**src/rtl/dmux_1by8_scheduler_if.sv**
```systemverilog
`default_nettype none
// ============================================================================
// Module      : dmux_1by8_scheduler_if
// Description : Upstream word handshake, eight-channel downstream handshake
//               and status bundle for the 1-to-8 demux scheduler.
// Revision    : 1.0 - initial release
// ============================================================================
interface dmux_1by8_scheduler_if #(
  parameter int W = 8
);
  logic         in_valid;
  logic         in_ready;
  logic [W-1:0] in_data;
  logic [2:0]   in_dest;
  logic         mode;
  logic [7:0]   en_mask;
  logic [2:0]   s;
  logic [7:0]   y_valid;
  logic [W-1:0] y_data;
  logic [7:0]   y_ready;
  logic         drop;
  logic [15:0]  xfer_cnt;

  // Environment side: produces upstream words and downstream accepts.
  modport master (
    output in_valid, in_data, in_dest, mode, en_mask, y_ready,
    input  in_ready, s, y_valid, y_data, drop, xfer_cnt
  );

  // Scheduler side.
  modport slave (
    input  in_valid, in_data, in_dest, mode, en_mask, y_ready,
    output in_ready, s, y_valid, y_data, drop, xfer_cnt
  );
endinterface
`default_nettype wire

```
**src/rtl/dmux_1by8_scheduler.sv**
```systemverilog
`default_nettype none
// ============================================================================
// Module      : dmux_1by8_scheduler
// Description : Accepts one word at a time and steers it to one of eight
//               channels, either by explicit destination or round-robin over
//               enabled channels; holds the word until that channel accepts.
// Revision    : 1.0 - initial release
// ============================================================================
module dmux_1by8_scheduler (
  input  wire logic                clk,
  input  wire logic                rst_n,
  dmux_1by8_scheduler_if.slave     bus
);
  localparam int W = $bits(bus.in_data);

  typedef enum logic [0:0] {
    IDLE  = 1'b0,
    DRIVE = 1'b1
  } state_t;

  state_t       state_q, state_d;
  logic [2:0]   s_q, s_d;
  logic [2:0]   ptr_q, ptr_d;
  logic [7:0]   y_valid_q, y_valid_d;
  logic [W-1:0] y_data_q, y_data_d;
  logic         drop_q, drop_d;
  logic [15:0]  xfer_cnt_q, xfer_cnt_d;

  logic         in_ready;
  logic [2:0]   rr_target;
  logic         rr_found;
  logic [2:0]   rr_idx;

  // Round-robin pick: first enabled channel after ptr, ptr itself checked last.
  always_comb begin
    rr_found  = 1'b0;
    rr_target = ptr_q;
    rr_idx    = ptr_q;
    for (int i = 1; i <= 8; i++) begin
      rr_idx = ptr_q + 3'(i);
      if (!rr_found && bus.en_mask[rr_idx]) begin
        rr_found  = 1'b1;
        rr_target = rr_idx;
      end
    end
  end

  // Next-state and handshake logic for the IDLE/DRIVE controller.
  always_comb begin
    state_d    = state_q;
    s_d        = s_q;
    ptr_d      = ptr_q;
    y_valid_d  = y_valid_q;
    y_data_d   = y_data_q;
    drop_d     = 1'b0;
    xfer_cnt_d = xfer_cnt_q;
    in_ready   = 1'b0;

    case (state_q)
      IDLE: begin
        // Round-robin with nothing enabled has nowhere to send a word.
        in_ready = bus.mode ? rr_found : 1'b1;
        if (bus.in_valid && in_ready) begin
          y_data_d = bus.in_data;
          if (bus.mode) begin
            s_d       = rr_target;
            y_valid_d = 8'b1 << rr_target;
            state_d   = DRIVE;
          end else if (bus.en_mask[bus.in_dest]) begin
            s_d       = bus.in_dest;
            y_valid_d = 8'b1 << bus.in_dest;
            state_d   = DRIVE;
          end else begin
            // Addressed to a disabled channel: consume and discard.
            drop_d = 1'b1;
          end
        end
      end
      DRIVE: begin
        if (bus.y_ready[s_q]) begin
          ptr_d      = s_q;
          xfer_cnt_d = xfer_cnt_q + 16'd1;
          y_valid_d  = 8'h00;
          state_d    = IDLE;
        end
      end
      default: state_d = IDLE;
    endcase
  end

  // State register; ptr resets to 7 so the first round-robin pick is channel 0.
  always_ff @(posedge clk or negedge rst_n) begin
    if (!rst_n) begin
      state_q    <= IDLE;
      s_q        <= 3'd0;
      ptr_q      <= 3'd7;
      y_valid_q  <= 8'h00;
      y_data_q   <= '0;
      drop_q     <= 1'b0;
      xfer_cnt_q <= 16'd0;
    end else begin
      state_q    <= state_d;
      s_q        <= s_d;
      ptr_q      <= ptr_d;
      y_valid_q  <= y_valid_d;
      y_data_q   <= y_data_d;
      drop_q     <= drop_d;
      xfer_cnt_q <= xfer_cnt_d;
    end
  end

  assign bus.in_ready = in_ready;
  assign bus.s        = s_q;
  assign bus.y_valid  = y_valid_q;
  assign bus.y_data   = y_data_q;
  assign bus.drop     = drop_q;
  assign bus.xfer_cnt = xfer_cnt_q;

endmodule
`default_nettype wire

```
**src/flat_wrapper.sv**
```systemverilog
// flat-port wrapper written by rule: the top's interface ports become plain ports
module dmux_1by8_scheduler_flat 
  (clk, rst_n, bus_in_valid, bus_in_data, bus_in_dest, bus_mode, bus_en_mask, bus_y_ready, bus_in_ready, bus_s, bus_y_valid, bus_y_data, bus_drop, bus_xfer_cnt);
  dmux_1by8_scheduler_if #(.W(8)) bus_i ();
  input  wire logic clk;
  input  wire logic rst_n;
  input wire logic [$bits(bus_i.in_valid)-1:0] bus_in_valid;
  input wire logic [$bits(bus_i.in_data)-1:0] bus_in_data;
  input wire logic [$bits(bus_i.in_dest)-1:0] bus_in_dest;
  input wire logic [$bits(bus_i.mode)-1:0] bus_mode;
  input wire logic [$bits(bus_i.en_mask)-1:0] bus_en_mask;
  input wire logic [$bits(bus_i.y_ready)-1:0] bus_y_ready;
  output wire logic [$bits(bus_i.in_ready)-1:0] bus_in_ready;
  output wire logic [$bits(bus_i.s)-1:0] bus_s;
  output wire logic [$bits(bus_i.y_valid)-1:0] bus_y_valid;
  output wire logic [$bits(bus_i.y_data)-1:0] bus_y_data;
  output wire logic [$bits(bus_i.drop)-1:0] bus_drop;
  output wire logic [$bits(bus_i.xfer_cnt)-1:0] bus_xfer_cnt;
  assign bus_i.in_valid = bus_in_valid;
  assign bus_i.in_data = bus_in_data;
  assign bus_i.in_dest = bus_in_dest;
  assign bus_i.mode = bus_mode;
  assign bus_i.en_mask = bus_en_mask;
  assign bus_i.y_ready = bus_y_ready;
  assign bus_in_ready = bus_i.in_ready;
  assign bus_s = bus_i.s;
  assign bus_y_valid = bus_i.y_valid;
  assign bus_y_data = bus_i.y_data;
  assign bus_drop = bus_i.drop;
  assign bus_xfer_cnt = bus_i.xfer_cnt;
  dmux_1by8_scheduler u_core (.clk(clk), .rst_n(rst_n), .bus(bus_i));
endmodule
```
**config.mk**
```make
export PLATFORM = sky130hd
export DESIGN_NAME = dmux_1by8_scheduler_flat
export DESIGN_NICKNAME = d
export VERILOG_FILES = /design/src/rtl/dmux_1by8_scheduler_if.sv /design/src/rtl/dmux_1by8_scheduler.sv /design/src/flat_wrapper.sv
export SDC_FILE = /design/constraint.sdc
export NUM_CORES = 1
export LEC_CHECK = 0
export ABC_AREA = 0
export BUFFER_PORTS_ARGS = -buffer_cell sky130_fd_sc_hd__buf_2
export CORE_MARGIN = 4
export CORE_UTILIZATION = 35
export DETAILED_ROUTE_END_ITERATION = 8
export PLACE_DENSITY = 0.54
export SLEW_MARGIN = 10
export SYNTH_ARGS = -nofsm -noshare
export SYNTH_HDL_FRONTEND = slang
export SYNTH_SLANG_ARGS = --single-unit
```
**constraint.sdc**
```tcl
create_clock -name clk -period 6.8 [get_ports clk]
set_input_delay 1.36 -clock clk [delete_from_list [all_inputs] [get_ports clk]]
set_output_delay 1.36 -clock clk [all_outputs]
set_load 0.05 [all_outputs]
```
Yosys cells after proc, flatten, opt, wreduce, memory -nomap -nowiden
Cells that the tools add are included.
- flip-flop bits (word level): 40
- bits of input ports: 31
- output and inout bits: 37
- add/subtract/negate cells: 8
- $lt $le $gt $ge: 10
- equal/unequal tests: 3
- shift-type cells: 2
- muxes and demuxes: 54
- bitwise operators: 1
- reductions and logical operators: 20
- operator list (cell ; count):
    3-bit by 4-bit less-than comparator with 1-bit output, second input constant ; 10
    8-bit 2-to-1 mux ; 4
    1-bit binary-select mux with 3-bit select ; 10
    3-bit 2-to-1 mux ; 10
    1-bit 2-to-1 mux ; 28
    16-bit by 1-bit adder with 16-bit output, second input constant ; 1
    8-bit case mux with 2 select lines ; 1
    1-bit by 3-bit << shifter with 8-bit output, first input constant ; 2
    3-bit adder, second input constant ; 4
    1-bit logical AND ; 8
    1-bit zero test ; 7
    3-bit by 2-bit adder with 3-bit output, second input constant ; 2
    3-bit AND reduction ; 2
    2-bit AND reduction ; 2
    3-bit by 1-bit adder with 3-bit output, second input constant ; 1
    3-bit by 2-bit != test with 1-bit output, second input constant ; 1
    2-bit by 1-bit != test with 1-bit output, second input constant ; 1
    2-bit != test, second input constant ; 1
    1-bit case mux with 2 select lines ; 1
    2-bit nonzero test ; 1
    1-bit NOT ; 1

Depth between registers and ports, before layout
Gate-level depths: netlist of run 1.
- word-level depth: 29
- mapped depth: 14
- gate-level depth less buffers: 10

Worst setup path after synthesis of run 1
No wires, ideal clock.
- path kind: reg2out
- from: register u_core.ptr_q[1]
- to: output bus_in_ready
- arrival time: 3.547 ns
- slack: 1.893 ns
- cell stages (with the launch flop): 11
- cell sequence: dfstp_2 buf_6 clkbuf_1 inv_1 ha_1 clkbuf_1 buf_2 mux4_2 or4_1 nor4_1 a31oi_1
- longest elaborated chain between the ends: 27
- elaborated cells on any way between the ends: 47
- classes of those cells: add/sub (7); mux (26); reduce/logical (14)
- ends and longest elaborated chain (item ; line ; RTL):
    start: declaration ; dmux_1by8_scheduler.sv:23 ; logic [2:0] ptr_q, ptr_d;
    start signal: assignment ; dmux_1by8_scheduler.sv:104 ; ptr_q <= ptr_d;
    3-bit by 1-bit adder with 3-bit output ; dmux_1by8_scheduler.sv:40 ; rr_idx = ptr_q + 3'(i);
    1-bit binary-select mux with 3-bit select ; dmux_1by8_scheduler.sv:41 ; if (!rr_found && bus.en_mask[rr_idx]) begin
    1-bit 2-to-1 mux (implied by the code) ; dmux_1by8_scheduler.sv:41 ;
    1-bit 2-to-1 mux ; dmux_1by8_scheduler.sv:41 ;
    1-bit zero test ; dmux_1by8_scheduler.sv:41 ;
    1-bit logical AND ; dmux_1by8_scheduler.sv:41 ;
    1-bit 2-to-1 mux ; dmux_1by8_scheduler.sv:41 ;
    1-bit zero test ; dmux_1by8_scheduler.sv:41 ;
    [11 not listed] ; -- ;
    1-bit zero test ; dmux_1by8_scheduler.sv:41 ;
    1-bit logical AND ; dmux_1by8_scheduler.sv:41 ;
    1-bit 2-to-1 mux ; dmux_1by8_scheduler.sv:41 ;
    1-bit zero test ; dmux_1by8_scheduler.sv:41 ;
    1-bit logical AND ; dmux_1by8_scheduler.sv:41 ;
    1-bit 2-to-1 mux (*) ; dmux_1by8_scheduler.sv:41 ;
    1-bit 2-to-1 mux (*) ; dmux_1by8_scheduler.sv:62 ; in_ready = bus.mode ? rr_found : 1'b1;
    1-bit 2-to-1 mux (*) ; dmux_1by8_scheduler.sv:59 ; case (state_q)
    end: declaration ; flat_wrapper.sv:13 ; output wire logic [$bits(bus_i.in_ready)-1:0] bus_in_ready;
Every way passes the cells marked *; elsewhere a longest branch is shown, timed or not. The select of a mux whose other input is x is not followed.

Worst setup path in the final report of run 1
Ends and elaborated chain as after synthesis.

==> results of run 1 <==
[placed cells by master, fill, tap and decap left out, types with 2 or more instances in the layout]
cell / netlist / routed
buf_2: 4 / 67
dfrtp_1: 37 / 37
nand2_1: 21 / 21
mux2i_1: 19 / 19
mux4_2: 15 / 15
nor2_1: 15 / 15
xnor2_1: 12 / 12
o21ai_0: 12 / 12
mux2_2: 11 / 11
nand3_1: 8 / 8
a32o_1: 8 / 8
inv_1: 6 / 6
nor2b_1: 6 / 6
xor2_1: 6 / 6
clkbuf_8: 0 / 5
a31oi_1: 4 / 4
nand4_1: 4 / 4
nand2b_1: 4 / 4
mux2_4: 3 / 3
and2_1: 3 / 3
a211oi_1: 3 / 3
ha_1: 3 / 3
dfstp_2: 3 / 3
a211o_1: 2 / 2
mux4_1: 2 / 2
or4_1: 2 / 2
nor4_1: 2 / 2
nor3_1: 2 / 2
and3_1: 2 / 2
a221oi_1: 2 / 2
o32a_1: 2 / 2
[logic make-up (layout without fill, tap and decap cells)]
| kind of cell | count (synthesis) | after routing | share of synthesized area |
|---|---|---|---|
| xor gates and xnor gates | 18 | 18 | 0.0567 |
| muxes | 50 | 50 | 0.270 |
| and+or+nand+nor | 72 | 72 | 0.127 |
| adders and majority gates | 3 | 3 | 0.0135 |
| AOI/OAI and AO/OA | 47 | 47 | 0.139 |
| DFF | 40 | 40 | 0.361 |
| buffers and inverters | 21 | 82 | 0.0329 |
[power by group through the flow]
stage                     registers, W  clock network (W)  logic, W
after floorplan               0.000614                  0  0.000661
after global placement        0.000434                  0   0.00108
after detailed placement      0.000434                  0   0.00108
after CTS                     0.000431           0.000211   0.00109
after global routing          0.000448           0.000220   0.00116
final                         0.000430           0.000205   0.00109
[layout make-up]
cell class	count	area share
clock buffer	5	0.0209
clock inverter	3	0.0141
inverter	7	0.00798
multi-input combinational	190	0.511
sequential	40	0.305
tap	102	0.0388
timing repair buffer	67	0.102
[flip-flops by register name (all words and copies together), names as in the netlist]
signal	count
u_core.bus.xfer_cnt	16
u_core.bus.y_data	8
u_core.bus.y_valid	8
u_core.bus.s	3
u_core.ptr_q	3
u_core.bus.drop	1
u_core.state_q	1
[Yosys cell counts (all sizes together) (2+ instances only)]
master and n:
mux2 14, o21ai 12, o211a 2, nand2 21, xnor2 12, nor4 2, nor2 15, buf 5
a211o 2, and2 3, and3 2, mux2i 19, ha 3, a32o 8, a31oi 4, o32a 2
a221oi 2, a211oi 3, nor2b 6, xor2 6, nand4 4, or4 2, mux4 17, clkbuf 9
inv 7, o32ai 2, dfrtp 37, nor3 2, dfstp 3, nand2b 4, nand3 8
[per-stage QoR]
| step | total power [W] | cells | worst slack (ns) |
|---|---|---|---|
| 4_1_cts | 0.00173 | 414 | 1.47 |
| 2_1_floorplan | 0.00128 | 251 | 1.89 |
| 5_1_grt | 0.00183 | 414 | 1.27 |
| 3_3_place_gp | 0.00152 | 406 | 1.83 |
| 3_5_place_dp | 0.00152 | 406 | 1.83 |
| 6_report | 0.00172 | 414 | 1.44 |
[per-layer routing]
metal | part of all wire | GRT usage | routed length (um) | vias to the layer above
met5 | 0 | 0 | 0 | -
met4 | 0.017 | 0.0443 | 121 | 0
met3 | 0.066 | 0.0388 | 482 | 13
met2 | 0.47 | 0.250 | 3440 | 74
met1 | 0.45 | 0.207 | 3270 | 1117
li1 | - | - | - | 1081
[worst max-delay path: cells and delay by family, from the launching register on]
family / cells / cell delay (ns)
fa+ha+maj: 1 / 0.81
flops: 1 / 0.86
buf+inv: 2 / 0.48
mux: 1 / 0.46
compound gates: 1 / 0.25
simple gates: 2 / 0.84
[worst paths after layout]
check / to / slack (ns) / cells past startpoint
max: bus_in_ready / 1.44 / 7
min: u_core.bus.xfer_cnt[15]$_DFFE_PN0P_ / 0.48 / 1
max reg2reg: u_core.bus.y_valid[7]$_DFFE_PN0P_ / 2.41 / 9
min reg2reg: u_core.bus.xfer_cnt[15]$_DFFE_PN0P_ / 0.48 / 1
max in group asynchronous: u_core.bus.y_valid[3]$_DFFE_PN0P_ / 5.04 / 1
min in group asynchronous: u_core.bus.xfer_cnt[8]$_DFFE_PN0P_ / 1.18 / 1
==> results.yml, run 1 <==
critical_path:
  crit_start: "u_core.ptr_q[1]$_DFFE_PN1P_"
  arrival_ns: 4.00
  critPathCaptureType: "primary output"
  worstPathCellList: "inv_1 -> ha_1 -> mux4_2 -> or4_1 -> nor4_1 -> a31oi_1 -> buf_2"
  worstPathMaxFanout: 21
  path_class: "flip-flop to primary output"
  crit_path_max_incr_delay_ns: 0.86
  cp-start-kind: "flip-flop"
  r2r_start: "u_core.ptr_q[1]$_DFFE_PN1P_"
  crit_slowest_cell: "dfstp_2"
  required_ns: 5.44
logic_synthesis:
  syn_inst: 251
  synth_seq_cells: 40
  async_flop_share: 1.00
  synthesis.area_mm2: 0.00278
  synth_top_area_share: 0.333
  synth_area_leaders: "dfrtp_1, mux4_2, mux2i_1, mux2_2, xnor2_1"
  ys_seq_area_frac: 0.361
  ys_types: 50
  yosys.area.top_type: "dfrtp_1"
  synth_nets: 285
  ys_warn_count: 0
  synth_edf_count: 0
  synth_area_per_cell_um2: 11.1
  yosys_most_used_dff: "dfrtp_1"
routing:
  antenna_left: 0
  dr.pass1.iters: 4
  drt-initial-drc-count: 125
  vias: 2285
  totalWireLength_um: 7310
  wl_per_cell_um: 17.7
  drc: 0
  routed_via_density: 5.52
power:
  pwr-share-clk: 0.119
  p_comb_frac: 0.631
  seqPwrFrac: 0.250
  p_sw_frac: 0.514
  intPower_w: 0.000835
  irDropWorstVdd_uv: 354
  power_density_mw_per_mm2: 522
  leakage_nw: 1.47
  switching_power_w: 0.000885
placement:
  port-buffer-count: 67
  placed_area_mm2: 0.00318
  gp_congestion: 0.853
  dp_hpwl_um: 5520
timing:
  fmax_mhz: 187
  slew_headroom: 0.376
  finalCritPeriodShare: 0.788
  rsz0062_at_grt: "false"
  hold_viol_final: 0
  period_needed_ns: 5.36
  slew_viol_final: 0
  whs_ns: 0.480
  tns_ns: 0
  worstMarginPinSlew_ns: 0.933
  finalSetupViolations: 0
  fin_worst_skew_ns: 0.00964
clock_tree:
  clock-sinks: 40
  post_cts_buffers: 0
  cts_root_buf: "clkbuf_8"
  holdBufCountCts: 0
  h-tree-depth: 2
  clk_pin_slew_ns: 0.09
  cts.repair.resized: 0
  worstSkewPairLatency_ns: 0.30
  cts_buffers: 5
  cts_max_path_buffers: 2
  cts_tree: "built"
finish:
  fill_cells: 733
  drive_above_1_share: 0.362
  finish.instance_area_mm2: 0.00329
  num_antenna_cells: 0
  final_core_utilization: 0.426
  syn2layout_area_growth_pct: 18.5
  seq_area_mm2: 0.00100
  multi_input_area_mm2: 0.00168
  num-nets-final: 345
global_route:
  grt-ovfl-total: 0
  grt_pass1_vias: 2231
  grt_first_pass_wirelength_um: 11900
  track_usage: 0.155
  antenna_found_initial: 0
  grt_max_degree: 41
hold_path:
  hp-class: "flip-flop to flip-flop"
  min-delay-start: "u_core.bus.xfer_cnt[15]$_DFFE_PN0P_"
run_status:
  status: "finished clean"
floorplan:
  dieWidth_um: 97.1
  rows: 32
  core_area_mm2: 0.00773
  die_h_um: 97.1
  design.die.area_mm2: 0.00943
  floorplan.initialDensity: 0.360
  io_pins: 68
run:
  cap_viol_max_count: 0
Note: power is estimated with default switching activity, not from simulation.
==> run 2, diff against run 1 <==
--- a/config.mk
+++ b/config.mk
@@ -10,7 +10,7 @@
 export CORE_MARGIN = 4
 export CORE_UTILIZATION = 35
 export DETAILED_ROUTE_END_ITERATION = 8
-export PLACE_DENSITY = 0.54
+export PLACE_DENSITY = 0.56
 export SLEW_MARGIN = 10
 export SYNTH_ARGS = -nofsm -noshare
 export SYNTH_HDL_FRONTEND = slang
==> constraint.sdc (replaced) <==
create_clock -name clk -period 4.74 [get_ports clk]
set_input_delay 0.948 -clock clk [delete_from_list [all_inputs] [get_ports clk]]
set_output_delay 0.948 -clock clk [all_outputs]
set_load 0.05 [all_outputs]
==> results.yml, run 2 (synthesis gave the netlist of run 1 again) <==
clock_tree:
  cts_buffers: 5
  h-tree-depth: 2
  cts_max_path_buffers: 2
  cts.repair.resized: 0
  clock-sinks: 40
  post_cts_buffers: 0
  cts_root_buf: "clkbuf_8"
  cts_tree: "built"
  worstSkewPairLatency_ns: 0.29
  holdBufCountCts: 0
  clk_pin_slew_ns: 0.09
critical_path:
  worstPathCellList: "inv_1 -> ha_1 -> mux4_2 -> or4_1 -> nor4_1 -> a31oi_1 -> buf_2"
  critPathCaptureType: "primary output"
  crit_slowest_cell: "ha_1"
  required_ns: 3.79
  arrival_ns: 3.28
  path_class: "flip-flop to primary output"
  worstPathMaxFanout: 9
  crit_path_max_incr_delay_ns: 0.57
  cp-start-kind: "flip-flop"
global_route:
  antenna_found_initial: 0
  grt_pass1_vias: 2220
  grt_max_degree: 41
  grt_first_pass_wirelength_um: 11600
  grt-ovfl-total: 0
  track_usage: 0.150
finish:
  largest_register_ff_count: 16
  syn2layout_area_growth_pct: 18.6
  drive_above_1_share: 0.368
  finish.instance_area_mm2: 0.00330
  num_antenna_cells: 0
  final_cell_mix: "buf_2, dfrtp_1, nand2_1"
  final_core_utilization: 0.427
  num-nets-final: 348
  mostFrequentLayoutCell: "buf_2"
routing:
  wl_per_cell_um: 16.6
  totalWireLength_um: 6910
  dr_wl_met3_um: 510
  top_layer: "met4"
  drt-initial-drc-count: 215
  routed_via_density: 5.54
  wl_met1_um: 2990
  antenna_left: 0
  met2_wirelength_um: 3340
  dr.pass1.iters: 4
  drc: 0
  vias: 2312
timing:
  period_needed_ns: 4.23
  fmax_mhz: 237
  worstMarginPinSlew_ns: 0.876
  tns_ns: 0
  fin_worst_skew_ns: 0.00952
  hold_viol_final: 0
  finalSetupViolations: 0
  rsz0062_at_grt: "false"
  finalCritPeriodShare: 0.892
  slew_viol_final: 0
  slew_headroom: 0.416
floorplan:
  dieWidth_um: 97.1
  rows: 32
  floorplan.initialDensity: 0.360
  die_h_um: 97.1
  design.die.area_mm2: 0.00943
  io_pins: 68
  core_area_mm2: 0.00773
power:
  leakage_nw: 1.48
  power_density_mw_per_mm2: 737
  irDropWorstVdd_uv: 471
placement:
  dp_hpwl_um: 5380
  port-buffer-count: 67
  gp_congestion: 0.843
  placed_area_mm2: 0.00320
run_status:
  status: "finished clean"
run:
  cap_viol_max_count: 0
hold_path:
  hp-class: "flip-flop to flip-flop"
-- run 2: final cells by class --
cell class	instances	area [um2]
inverters	7	26.3
repair buffers	70	358
clock inverters	2	15.0
clock buffers	6	82.6
multi-input cells	190	1680
fillers	738	4430
well taps	102	128
flip-flops and latches	40	1000
-- run 2: worst max-delay path, delay by kind of cell (launching register included) --
family | cells | cell delay, ns
adder cells (fa/ha/maj) | 1 | 0.57
flip-flops | 1 | 0.54
buffers and inverters | 2 | 0.39
multiplexers | 1 | 0.42
AND/OR/NAND/NOR | 2 | 0.81
AO/OA/AOI/OAI | 1 | 0.25
-- run 2: worst paths after layout --
path	start	to	slack, ns	cells past startpoint
min reg2reg	u_core.bus.xfer_cnt[15]$_DFFE_PN0P_	u_core.bus.xfer_cnt[15]$_DFFE_PN0P_	0.48	1
max in group asynchronous	rst_n	u_core.bus.y_valid[1]$_DFFE_PN0P_	3.42	1
min in group asynchronous	rst_n	u_core.bus.xfer_cnt[9]$_DFFE_PN0P_	0.75	1
max reg2reg	u_core.ptr_q[1]$_DFFE_PN1P_	u_core.bus.y_valid[2]$_DFFE_PN0P_	0.95	11
min	u_core.bus.xfer_cnt[15]$_DFFE_PN0P_	u_core.bus.xfer_cnt[15]$_DFFE_PN0P_	0.48	1
max	u_core.ptr_q[1]$_DFFE_PN1P_	bus_in_ready	0.51	7
-- run 2: metal layers --
layer,vias up,track usage
li1,1086,-
met4,0,0.0367
met2,65,0.235
met1,1156,0.206
met5,-,0
met3,5,0.0424
-- run 2: through the flow --
stage	total power, W	instances	setup WS, ns	hold WS, ns
after CTS	0.00244	417	0.521	0.490
after global placement	0.00219	409	0.789	0.471
after global routing	0.00260	417	0.231	0.517
final	0.00243	417	0.512	0.481
after detailed placement	0.00219	409	0.725	0.477
after floorplan	0.00183	251	0.245	0.462
-- run 2: power by group --
part / leakage, nW / internal (W) / switching [W]
clock: 0.0434 / 0.000118 / 0.000124
sequential: 0.512 / 0.000461 / 0.000104
combinational: 0.923 / 0.000592 / 0.00103
